`src/rtl/fetch_unit_if.sv`:
```
// ----------------------------------------------------------------------------
// fetch_unit_if
// Instruction bus between the fetch stage (master) and instruction memory
// (slave). Two independent handshakes: address phase, then data phase.
//   ir_addr        master->slave  read address
//   ir_addr_valid  master->slave  address phase valid
//   ir_addr_ready  slave->master  address accepted
//   ir_data        slave->master  returned instruction word
//   ir_data_valid  slave->master  data phase valid
//   ir_data_ready  master->slave  data accepted
// ----------------------------------------------------------------------------
interface fetch_unit_if #(
    parameter int unsigned ADDR_WIDTH = 32,
    parameter int unsigned DATA_WIDTH = 32
);
    logic [ADDR_WIDTH-1:0] ir_addr;
    logic                  ir_addr_valid;
    logic                  ir_addr_ready;
    logic [DATA_WIDTH-1:0] ir_data;
    logic                  ir_data_valid;
    logic                  ir_data_ready;

    modport master (
        output ir_addr,
        output ir_addr_valid,
        input  ir_addr_ready,
        input  ir_data,
        input  ir_data_valid,
        output ir_data_ready
    );

    modport slave (
        input  ir_addr,
        input  ir_addr_valid,
        output ir_addr_ready,
        output ir_data,
        output ir_data_valid,
        input  ir_data_ready
    );
endinterface

```
`src/rtl/fetch_unit.sv`:
```
// ----------------------------------------------------------------------------
// fetch_unit
// Instruction fetch stage. Converts a single-cycle fetch request into an
// address handshake followed by a data handshake on the instruction bus and
// returns the word with a one-cycle valid pulse. Also keeps a completed-fetch
// counter and a sticky overrun flag for debug. All outputs are registered.
//   clk             clock, rising edge
//   rst             asynchronous active-high reset
//   inst_fetch_i    fetch request pulse
//   pc_i            fetch address, sampled only when the request is accepted
//   bus             instruction bus, master side
//   inst_o          last fetched word, held until the next completion
//   inst_valid_o    one-cycle pulse when inst_o is updated
//   fetch_overrun_o sticky: request arrived while a fetch was in flight
//   fetch_count_o   completed fetches, wraps modulo 2^32
// ----------------------------------------------------------------------------
module fetch_unit #(
    parameter int unsigned ADDR_WIDTH = 32,
    parameter int unsigned DATA_WIDTH = 32
) (
    input  logic                  clk,
    input  logic                  rst,
    input  logic                  inst_fetch_i,
    input  logic [ADDR_WIDTH-1:0] pc_i,
    fetch_unit_if.master          bus,
    output logic [DATA_WIDTH-1:0] inst_o,
    output logic                  inst_valid_o,
    output logic                  fetch_overrun_o,
    output logic [31:0]           fetch_count_o
);

    localparam int unsigned CNT_WIDTH = 32;

    typedef enum logic [1:0] {
        IDLE = 2'd0,
        ADDR = 2'd1,
        DATA = 2'd2
    } state_e;

    state_e                state_q,      state_d;
    logic [ADDR_WIDTH-1:0] ir_addr_q,    ir_addr_d;
    logic                  addr_valid_q, addr_valid_d;
    logic                  data_ready_q, data_ready_d;
    logic [DATA_WIDTH-1:0] inst_q,       inst_d;
    logic                  inst_valid_q, inst_valid_d;
    logic                  overrun_q,    overrun_d;
    logic [CNT_WIDTH-1:0]  count_q,      count_d;

    // State and output registers; reset abandons any bus transaction at once.
    always_ff @(posedge clk or posedge rst) begin
        if (rst) begin
            state_q      <= IDLE;
            ir_addr_q    <= '0;
            addr_valid_q <= 1'b0;
            data_ready_q <= 1'b0;
            inst_q       <= '0;
            inst_valid_q <= 1'b0;
            overrun_q    <= 1'b0;
            count_q      <= '0;
        end else begin
            state_q      <= state_d;
            ir_addr_q    <= ir_addr_d;
            addr_valid_q <= addr_valid_d;
            data_ready_q <= data_ready_d;
            inst_q       <= inst_d;
            inst_valid_q <= inst_valid_d;
            overrun_q    <= overrun_d;
            count_q      <= count_d;
        end
    end

    // Next-state and next-output logic.
    always_comb begin
        state_d      = state_q;
        ir_addr_d    = ir_addr_q;
        addr_valid_d = addr_valid_q;
        data_ready_d = data_ready_q;
        inst_d       = inst_q;
        inst_valid_d = 1'b0;
        overrun_d    = overrun_q;
        count_d      = count_q;

        unique case (state_q)
            IDLE: begin
                if (inst_fetch_i) begin
                    ir_addr_d    = pc_i;
                    addr_valid_d = 1'b1;
                    state_d      = ADDR;
                end
            end
            ADDR: begin
                // Requests while busy are dropped but remembered for debug.
                if (inst_fetch_i) begin
                    overrun_d = 1'b1;
                end
                if (bus.ir_addr_ready) begin
                    addr_valid_d = 1'b0;
                    data_ready_d = 1'b1;
                    state_d      = DATA;
                end
            end
            DATA: begin
                // Also covers a request landing on the completing cycle.
                if (inst_fetch_i) begin
                    overrun_d = 1'b1;
                end
                if (bus.ir_data_valid) begin
                    inst_d       = bus.ir_data;
                    inst_valid_d = 1'b1;
                    data_ready_d = 1'b0;
                    count_d      = count_q + CNT_WIDTH'(1);
                    state_d      = IDLE;
                end
            end
            default: begin
                state_d      = IDLE;
                addr_valid_d = 1'b0;
                data_ready_d = 1'b0;
            end
        endcase
    end

    assign bus.ir_addr       = ir_addr_q;
    assign bus.ir_addr_valid = addr_valid_q;
    assign bus.ir_data_ready = data_ready_q;
    assign inst_o            = inst_q;
    assign inst_valid_o      = inst_valid_q;
    assign fetch_overrun_o   = overrun_q;
    assign fetch_count_o     = count_q;

endmodule

```
`src/flat_wrapper.sv`:
```
// flat-port wrapper written by rule: the top's interface ports become plain ports
module fetch_unit_flat 
#(
    parameter int unsigned ADDR_WIDTH = 32,
    parameter int unsigned DATA_WIDTH = 32
)
  (clk, rst, inst_fetch_i, pc_i, inst_o, inst_valid_o, fetch_overrun_o, fetch_count_o, bus_ir_addr, bus_ir_addr_valid, bus_ir_addr_ready, bus_ir_data, bus_ir_data_valid, bus_ir_data_ready);
  fetch_unit_if #(.ADDR_WIDTH(ADDR_WIDTH), .DATA_WIDTH(DATA_WIDTH)) bus_i ();
  input  logic clk;
  input  logic rst;
  input  logic inst_fetch_i;
  input  logic [ADDR_WIDTH-1:0] pc_i;
  output logic [DATA_WIDTH-1:0] inst_o;
  output logic inst_valid_o;
  output logic fetch_overrun_o;
  output logic [31:0] fetch_count_o;
  output wire logic [$bits(bus_i.ir_addr)-1:0] bus_ir_addr;
  output wire logic [$bits(bus_i.ir_addr_valid)-1:0] bus_ir_addr_valid;
  input wire logic [$bits(bus_i.ir_addr_ready)-1:0] bus_ir_addr_ready;
  input wire logic [$bits(bus_i.ir_data)-1:0] bus_ir_data;
  input wire logic [$bits(bus_i.ir_data_valid)-1:0] bus_ir_data_valid;
  output wire logic [$bits(bus_i.ir_data_ready)-1:0] bus_ir_data_ready;
  assign bus_ir_addr = bus_i.ir_addr;
  assign bus_ir_addr_valid = bus_i.ir_addr_valid;
  assign bus_i.ir_addr_ready = bus_ir_addr_ready;
  assign bus_i.ir_data = bus_ir_data;
  assign bus_i.ir_data_valid = bus_ir_data_valid;
  assign bus_ir_data_ready = bus_i.ir_data_ready;
  fetch_unit #(.ADDR_WIDTH(ADDR_WIDTH), .DATA_WIDTH(DATA_WIDTH)) u_core (.clk(clk), .rst(rst), .inst_fetch_i(inst_fetch_i), .pc_i(pc_i), .bus(bus_i), .inst_o(inst_o), .inst_valid_o(inst_valid_o), .fetch_overrun_o(fetch_overrun_o), .fetch_count_o(fetch_count_o));
endmodule
```
`config.mk`:
```
export PLATFORM = sky130hd
export DESIGN_NAME = fetch_unit_flat
export DESIGN_NICKNAME = d
export VERILOG_FILES = /design/src/rtl/fetch_unit_if.sv /design/src/rtl/fetch_unit.sv /design/src/flat_wrapper.sv
export SDC_FILE = /design/constraint.sdc
export NUM_CORES = 1
export LEC_CHECK = 0
export BUFFER_PORTS_ARGS = -buffer_cell sky130_fd_sc_hd__clkbuf_2
export CAP_MARGIN = 20
export CORE_MARGIN = 8
export CORE_UTILIZATION = 40
export DETAILED_ROUTE_END_ITERATION = 6
export PLACE_DENSITY = 0.71
export SYNTH_ARGS = -nofsm -noshare
export SYNTH_HDL_FRONTEND = slang
export SYNTH_SLANG_ARGS = --single-unit
```
`constraint.sdc`:
```
create_clock -name clk -period 3.15 [get_ports clk]
set_input_delay 0.4725 -clock clk [delete_from_list [all_inputs] [get_ports clk]]
set_output_delay 0.4725 -clock clk [all_outputs]
set_load 0.02 [all_outputs]
```
==> results of run 1 <==
## power groups by stage
| stage | Clock [mW] | Sequential (mW) | Combinational (mW) |
|---|---|---|---|
| after global routing | 0.835 | 2.10 | 2.04 |
| after floorplan | 0 | 2.61 | 0.683 |
| after CTS | 0.793 | 2.04 | 1.95 |
| final | 0.756 | 2.03 | 1.90 |
| after global placement | 0 | 2.03 | 1.92 |
| after detailed placement | 0 | 2.07 | 1.95 |
## sequential cells by signal, indices dropped and copies added (netlist names)
register / flops
u_core.bus.ir_data_ready: 1
u_core.inst_o: 32
u_core.bus.ir_addr: 32
u_core.inst_valid_o: 1
u_core.bus.ir_addr_valid: 1
u_core.fetch_count_o: 32
u_core.fetch_overrun_o: 1
u_core.state_q: 2
## routing by layer
layer / track usage [%] / part of all wire, %
met2: 23.4 / 50
met5: 0 / 0
met3: 6.09 / 9.0
met4: 5.76 / 1.4
met1: 15.7 / 40
## kinds of logic (layout without fill, tap and decap cells)
group	after synthesis	count (layout)	synth area share, %
compound gates	5	5	0.668
xor+xnor	31	31	6.58
simple gates	75	75	10.3
flops	102	102	61.9
buf+inv	11	190	1.27
mux	65	65	17.7
fa+ha+maj	5	5	1.52
## worst max-delay path by stage
| stage | from | end | slack (ps) |
|---|---|---|---|
| 6_report | u_core.state_q[0] | u_core.fetch_count_o[28] | 930 |
| 5_1_grt | u_core.state_q[0] | u_core.fetch_count_o[30] | 720 |
| 4_1_cts | u_core.state_q[0] | u_core.fetch_count_o[28] | 920 |
| 3_5_place_dp | u_core.state_q[0] | u_core.fetch_count_o[28] | 930 |
| 3_3_place_gp | u_core.state_q[0] | u_core.fetch_count_o[30] | 1030 |
| 2_1_floorplan | rst | u_core.bus.ir_addr[0] | 2 |
## final cells by class
cell class,instances,share of cell area (%)
Inverter,3,0.260
Clock buffer,12,2.93
Clock inverter,3,0.378
Sequential cell,102,48.1
Multi-Input combinational cell,181,28.7
Timing Repair Buffer,172,16.4
Tap cell,136,3.21
## layout by cell type, fill, tap and decap left out, drive strengths merged
master      n
inv         3
and4        5
buf         4
a21oi       2
nand4      13
mux2       65
and3        3
nor3        8
nand3       9
clkinv      1
dfrtp     102
and2        2
or3         1
nor3b       1
clkbuf    180
nand2      13
ha          5
xor2       17
nor4b       1
xnor2      14
clkinvlp    2
nor2b       3
o21ai       2
nor2       13
nor4        3
a21o        1
## critical path: stages, from the launching register on
cell	delay, ps
dfrtp_1	410
inv_1	100
ha_1	250
nand3_1	200
nor4_2	760
nand3_1	220
xnor2_1	180
==> impl_results.md, run 1 <==
* Post-synth top area share at about three fifths
* Kind of critical path: reg2reg
* CP Launch Type: register
* Row count at 37
* Unrepaired setup endpoints after global routing: no
* Drt wl/cell at 15.8 microns
* Final hold slack at 186 ps
* Yosys top cell by area: dfrtp_1
* # clock sinks at 102
* Pre-CTS setup slack at slightly above 900 ps
* I/O Buffers at 168
* Register area share after synthesis at between 60% and 70%
* Clock share of power at 16.1%
* Register area at 0.00255 sq mm
* Final period util at a little over two thirds
* Yosys reg bits at slightly above 100
* Num CTS Buffers at 9
* R2r setup slk at 930 ps
* Core Region at 0.0102 sq mm
* Initial antenna violation count at 0
* Final Util at 52.1%
* Sw frac at 38.1%
* DRT antenna net count at 0
* Die Wd at approximately 120 microns
* Placed inst area at 0.00513 sq mm
* Fin crit period at 2220 ps
* TritonCTS clock tree: done
* Pin count of the biggest net entering global routing at 52
* Asr flop ratio synth at 100%
* Residual DRC at 0
* Area of the multi-input gates at 0.00152 sq mm
* Post-CTS setup buffers at 0
* Number of fill cells at about 900
* Clock slew at reported path FFs at 90 ps
* Synth Instances at just under 300
* Synthesized area at roughly 0.0041 sq mm
* Worst Path Arrival at 2470 ps
* Internal power at just under 3 mW
* Global route overflow at 0
* Reg power frac at between 40% and 50%
* Pins Over Slew Limit at 0
* Synthesized area per cell at 14.0 sq um
* Cell variety after synth at 30
* VDD IR max at slightly above 400 uV
* Die Y at 118 microns
* Final Hold Viols at 0
* Post-CTS Resized at 0
* Post-Syn Nets at approximately 370
* Commonest cells post-synth: 102 x dfrtp_1, 65 x mux2_2, 17 x xor2_1, 14 x xnor2_1
* Die Area at 0.0138 sq mm
* Area grow syn2layout at 28.5%
* CTS Hold Buffers Added at 0
* Design Area, Final at 0.00530 sq mm
* First-pass GRT wire length at 16100 microns
* CP Max Fanout at 9
* CP Capture Type: register
* Clock Skew at 8.20 ps
* Clk Latency, worst-skew pair at 360 ps
* Worst reg2reg path startpoint: u_core.state_q[0]
* Largest cells by area after synthesis: dfrtp_1 62%, mux2_2 18%, xor2_1 3.6%, xnor2_1 3.0%, nand4_1 1.8%
* Hold WC Path Type: in2async
* Vias in the first global route at about 3200
* Iter 0 DRT Violations at 151
* GPL Wtd Cong at ~0.77
* PD cells at 885 mW/mm^2
* IO Pins at 169
* Placed insts at 594
* Final Power at 4.69 mW
* Gate power share at 40.5%
* Fraction of layout cells with a size suffix above 1 at 54.5%
* Ys flop type: dfrtp_1
* Fin nets at 543
* Final Non-Filler Cells at a little over 600
* Vias at 2921
* Status: finished clean
* Global Route Usage Sum at 14.1%
* Setup_tns at 0 ps
* Static leakage at 2.68 nW
* Final WL at 9630 microns
* Maximum clock path buffer count at 2
* Post-synth EDFFs at 0
* Root Driver: clkbuf_8
* Htree depth at 3
* Worst-margin pin slew at between 800 and 900 ps
* Synth Warn # at 0
* Reg-to-Reg End: u_core.fetch_count_o[28]
* Worst Setup Slack, final at 927 ps
* MaxCap Viol Count at 0
* Slew headroom at 42.2%
* Net Switching at 1.78 mW
* Vias/cell at 4.80
* Ant. Diodes at 0
* CP required at between 3000 and 4000 ps
* Setup-failing EPs final at 0
* Max Freq at 450 MHz
* Most common cell in the netlist: dfrtp_1
* Starting Density at between 40% and 50%
* R2R cell count at 6
* Hpwl dp at between 7000 and 8000 microns
* First-pass DRT Iterations at 4
Power figures use the tool's default switching activity.
==> run 2, diff against run 1 <==
ABC_AREA = 1   (was not set)
PLACE_DENSITY = 0.67   (was 0.71)
clock period = 2.2 ns   (was 3.15 ns; I/O delays follow)
==> run 2 against run 1 <==
  * Maximum frequency grew 24%
  * Clock skew grew 1.0 ps
  * Sequential cell count is the same
  * Critical path depth grew 4
  * Worst setup slack lost 520 ps
  * Cell area grew 6.6%
  * First-iteration DRC count grew 64%
  * Via count grew 23%
  * Synthesized cell count grew 50%
  * Final cell count grew 25%
  * Combinational power grew 46%
  * Clock power grew 43%
  * Critical endpoint is now u_core.fetch_count_o[22]
  * Largest cell class unchanged
  * Highest routed layer unchanged
==> impl_results.md, run 2 <==
* First-pass DRT Iterations at 4
* Ant. Diodes at 0
* Unrepaired setup endpoints after global routing: no
* Fin crit period at approximately 1800 ps
* Pins Over Slew Limit at 0
* Wire length on met2 at 5470 microns
* Final hold slack at 108 ps
* Area grow syn2layout at 26.9%
* Die Area at 0.0148 sq mm
* Global Route Usage Sum at about 16%
* Global route overflow at 0
* Ys flop type: dfrtp_1
* Asr flop ratio synth at 100%
* Max Freq at 558 MHz
* Clock Skew at 9.24 ps
* Design Area, Final at 0.00565 sq mm
* Final Power at ~6.8 mW
* CP Max Fanout at 10
* Number of fill cells at 1022
* Final Non-Filler Cells at 760
* Fin nets at 690
* CP Capture Type: register
* Vias/cell at 4.71
* Largest cells by area after synthesis: dfrtp_1 57%, nand2_1 14%, mux2_2 8.1%, inv_1 2.0%, xor2_1 1.8%
* Vias in the first global route at 3829
* Maximum clock path buffer count at 2
* Commonest cells after routing, fill and taps aside: 171 x nand2_1, 168 x clkbuf_2, 102 x dfrtp_1
* Worst Path Arrival at approximately 2000 ps
* Synthesized area at 0.00445 sq mm
* PD cells at 1200 mW/mm^2
* Htree depth at 3
* Clk Latency, worst-skew pair at roughly 360 ps
* Drt wl/cell at around 15 microns
* CP required at 2450 ps
* Core Region at 0.0108 sq mm
* Cell variety after synth at 29
* Clock slew at reported path FFs at 90 ps
* Post-synth top area share at 57.3%
* I/O Buffers at 168
* Hpwl dp at 8950 microns
* First-pass GRT wire length at 18800 microns
* Die Y at 122 microns
* Post-synth EDFFs at 0
* Most common cell in the netlist: nand2_1
* Placed insts at 745
* Hold WC Path Type: in2async
* TritonCTS clock tree: done
* Post-CTS Resized at 0
* Synth Warn # at 0
* Synthesized area per cell at ~10 sq um
* Row count at 38
* CTS Hold Buffers Added at 0
* Register area share after synthesis at around 57%
* Setup-failing EPs final at 0
* Fraction of layout cells with a size suffix above 1 at 39.2%
* Iter 0 DRT Violations at 247
* Slew headroom at 49.0%
* Synth Instances at 441
* Vias at 3583
* Static leakage at 3.07 nW
* Commonest cells post-synth: 171 x nand2_1, 102 x dfrtp_1, 32 x mux2_2, 24 x inv_1, 18 x nor2_1
* Yosys top cell by area: dfrtp_1
* Num CTS Buffers at 9
* MaxCap Viol Count at 0
* Uppermost layer routed: met4
* Final period util at 81.5%
* DRT antenna net count at 0
* Metal-1 WL at 4780 microns
* Placed inst area at 0.00548 sq mm
* Routed wl met3 at roughly 1000 microns
* Final Hold Viols at 0
* Root Driver: clkbuf_8
* IO Pins at between 150 and 200
* Die Wd at between 100 and 150 microns
* Pin count of the biggest net entering global routing at 61
* VDD IR max at 648 uV
* Residual DRC at 0
* Worst-margin pin slew at between 700 and 800 ps
* Starting Density at 41.1%
* Setup_tns at 0 ps
* Initial antenna violation count at 0
* Most common cell after layout, fill and taps aside: nand2_1
* Post-CTS setup buffers at 0
* Kind of critical path: reg2reg
* Status: finished clean
* Post-Syn Nets at 515
* Yosys reg bits at 102
* GPL Wtd Cong at 0.857
* # clock sinks at 102
* CP Launch Type: register
* Final WL at ~11000 microns
run 2: cell count changes after synthesis, moves of 5 or more:
cell / delta
inv_1: +21
mux2_2: -33
nand2_1: +158
nand3b_1: +9
nor2_1: +5
nor2_2: +5
nor2_4: +6
nor3_1: -7
xnor2_1: -6
xor2_1: -8
run 2: cell type report:
class                   instances  area (sq um)  area share [%]
well taps                     140           175            3.10
repair buffers                174           898            15.9
multi-input cells             304          1750            31.0
flip-flops and latches        102          2550            45.2
inverters                      25          97.6            1.73
clock inverters                 3          20.0           0.354
clock buffers                  12           155            2.74
run 2: kinds of logic after synthesis:
kind of cell,count (synthesis),synth area share [%]
AO/OA/AOI/OAI,6,0.787
XOR/XNOR,17,3.34
adder cells (fa/ha/maj),5,1.40
buffers and inverters,35,3.29
flip-flops,102,57.3
multiplexers,32,8.09
AND/OR/NAND/NOR,244,25.8
run 2: stage by stage:
stage / worst slack, ps / utilization [%]
3_3_place_gp: 495 / 50.5
5_1_grt: 233 / 52.1
4_1_cts: 390 / 52.1
6_report: 406 / 52.1
3_5_place_dp: 407 / 50.5
2_1_floorplan: 652 / -
run 2: final timing paths:
kind | startpoint | end | slack (ps) | cells after the start
worst min-delay path | rst | u_core.fetch_count_o[27] | 110 | 3
worst max-delay path | u_core.state_q[0] | u_core.fetch_count_o[22] | 410 | 10
max in group asynchronous | rst | u_core.inst_o[18] | 1480 | 3
worst min register to register | u_core.fetch_overrun_o | u_core.fetch_overrun_o | 470 | 1
min in group clk | bus_ir_data[26] | u_core.inst_o[26] | 160 | 3
worst max register to register | u_core.state_q[0] | u_core.fetch_count_o[22] | 410 | 10
run 2: worst max-delay path, cell delays in order (launching register included):
cell	delay, ps
dfrtp_1	410
inv_1	110
ha_1	190
nand2_2	70
buf_4	200
nor2_4	190
nand3_4	140
nor2_4	200
nand2_1	80
nand2_1	60
nand2_1	40
run 2: where the power goes:
part | leakage, nW | internal (mW) | total [mW] | switching, mW
Clock | 0.0845 | 0.467 | 1.08 | 0.616
Sequential | 1.29 | 2.53 | 2.95 | 0.416
Combinational | 1.69 | 1.04 | 2.77 | 1.73
Total | 3.07 | 4.03 | 6.80 | 2.76
run 2: metal layers:
metal  track usage (%)  vias to the layer above
met2              25.6                      136
met4              6.48                        0
met5                 0                        -
li1                  -                     1749
met1              19.5                     1682
met3              5.03                       16
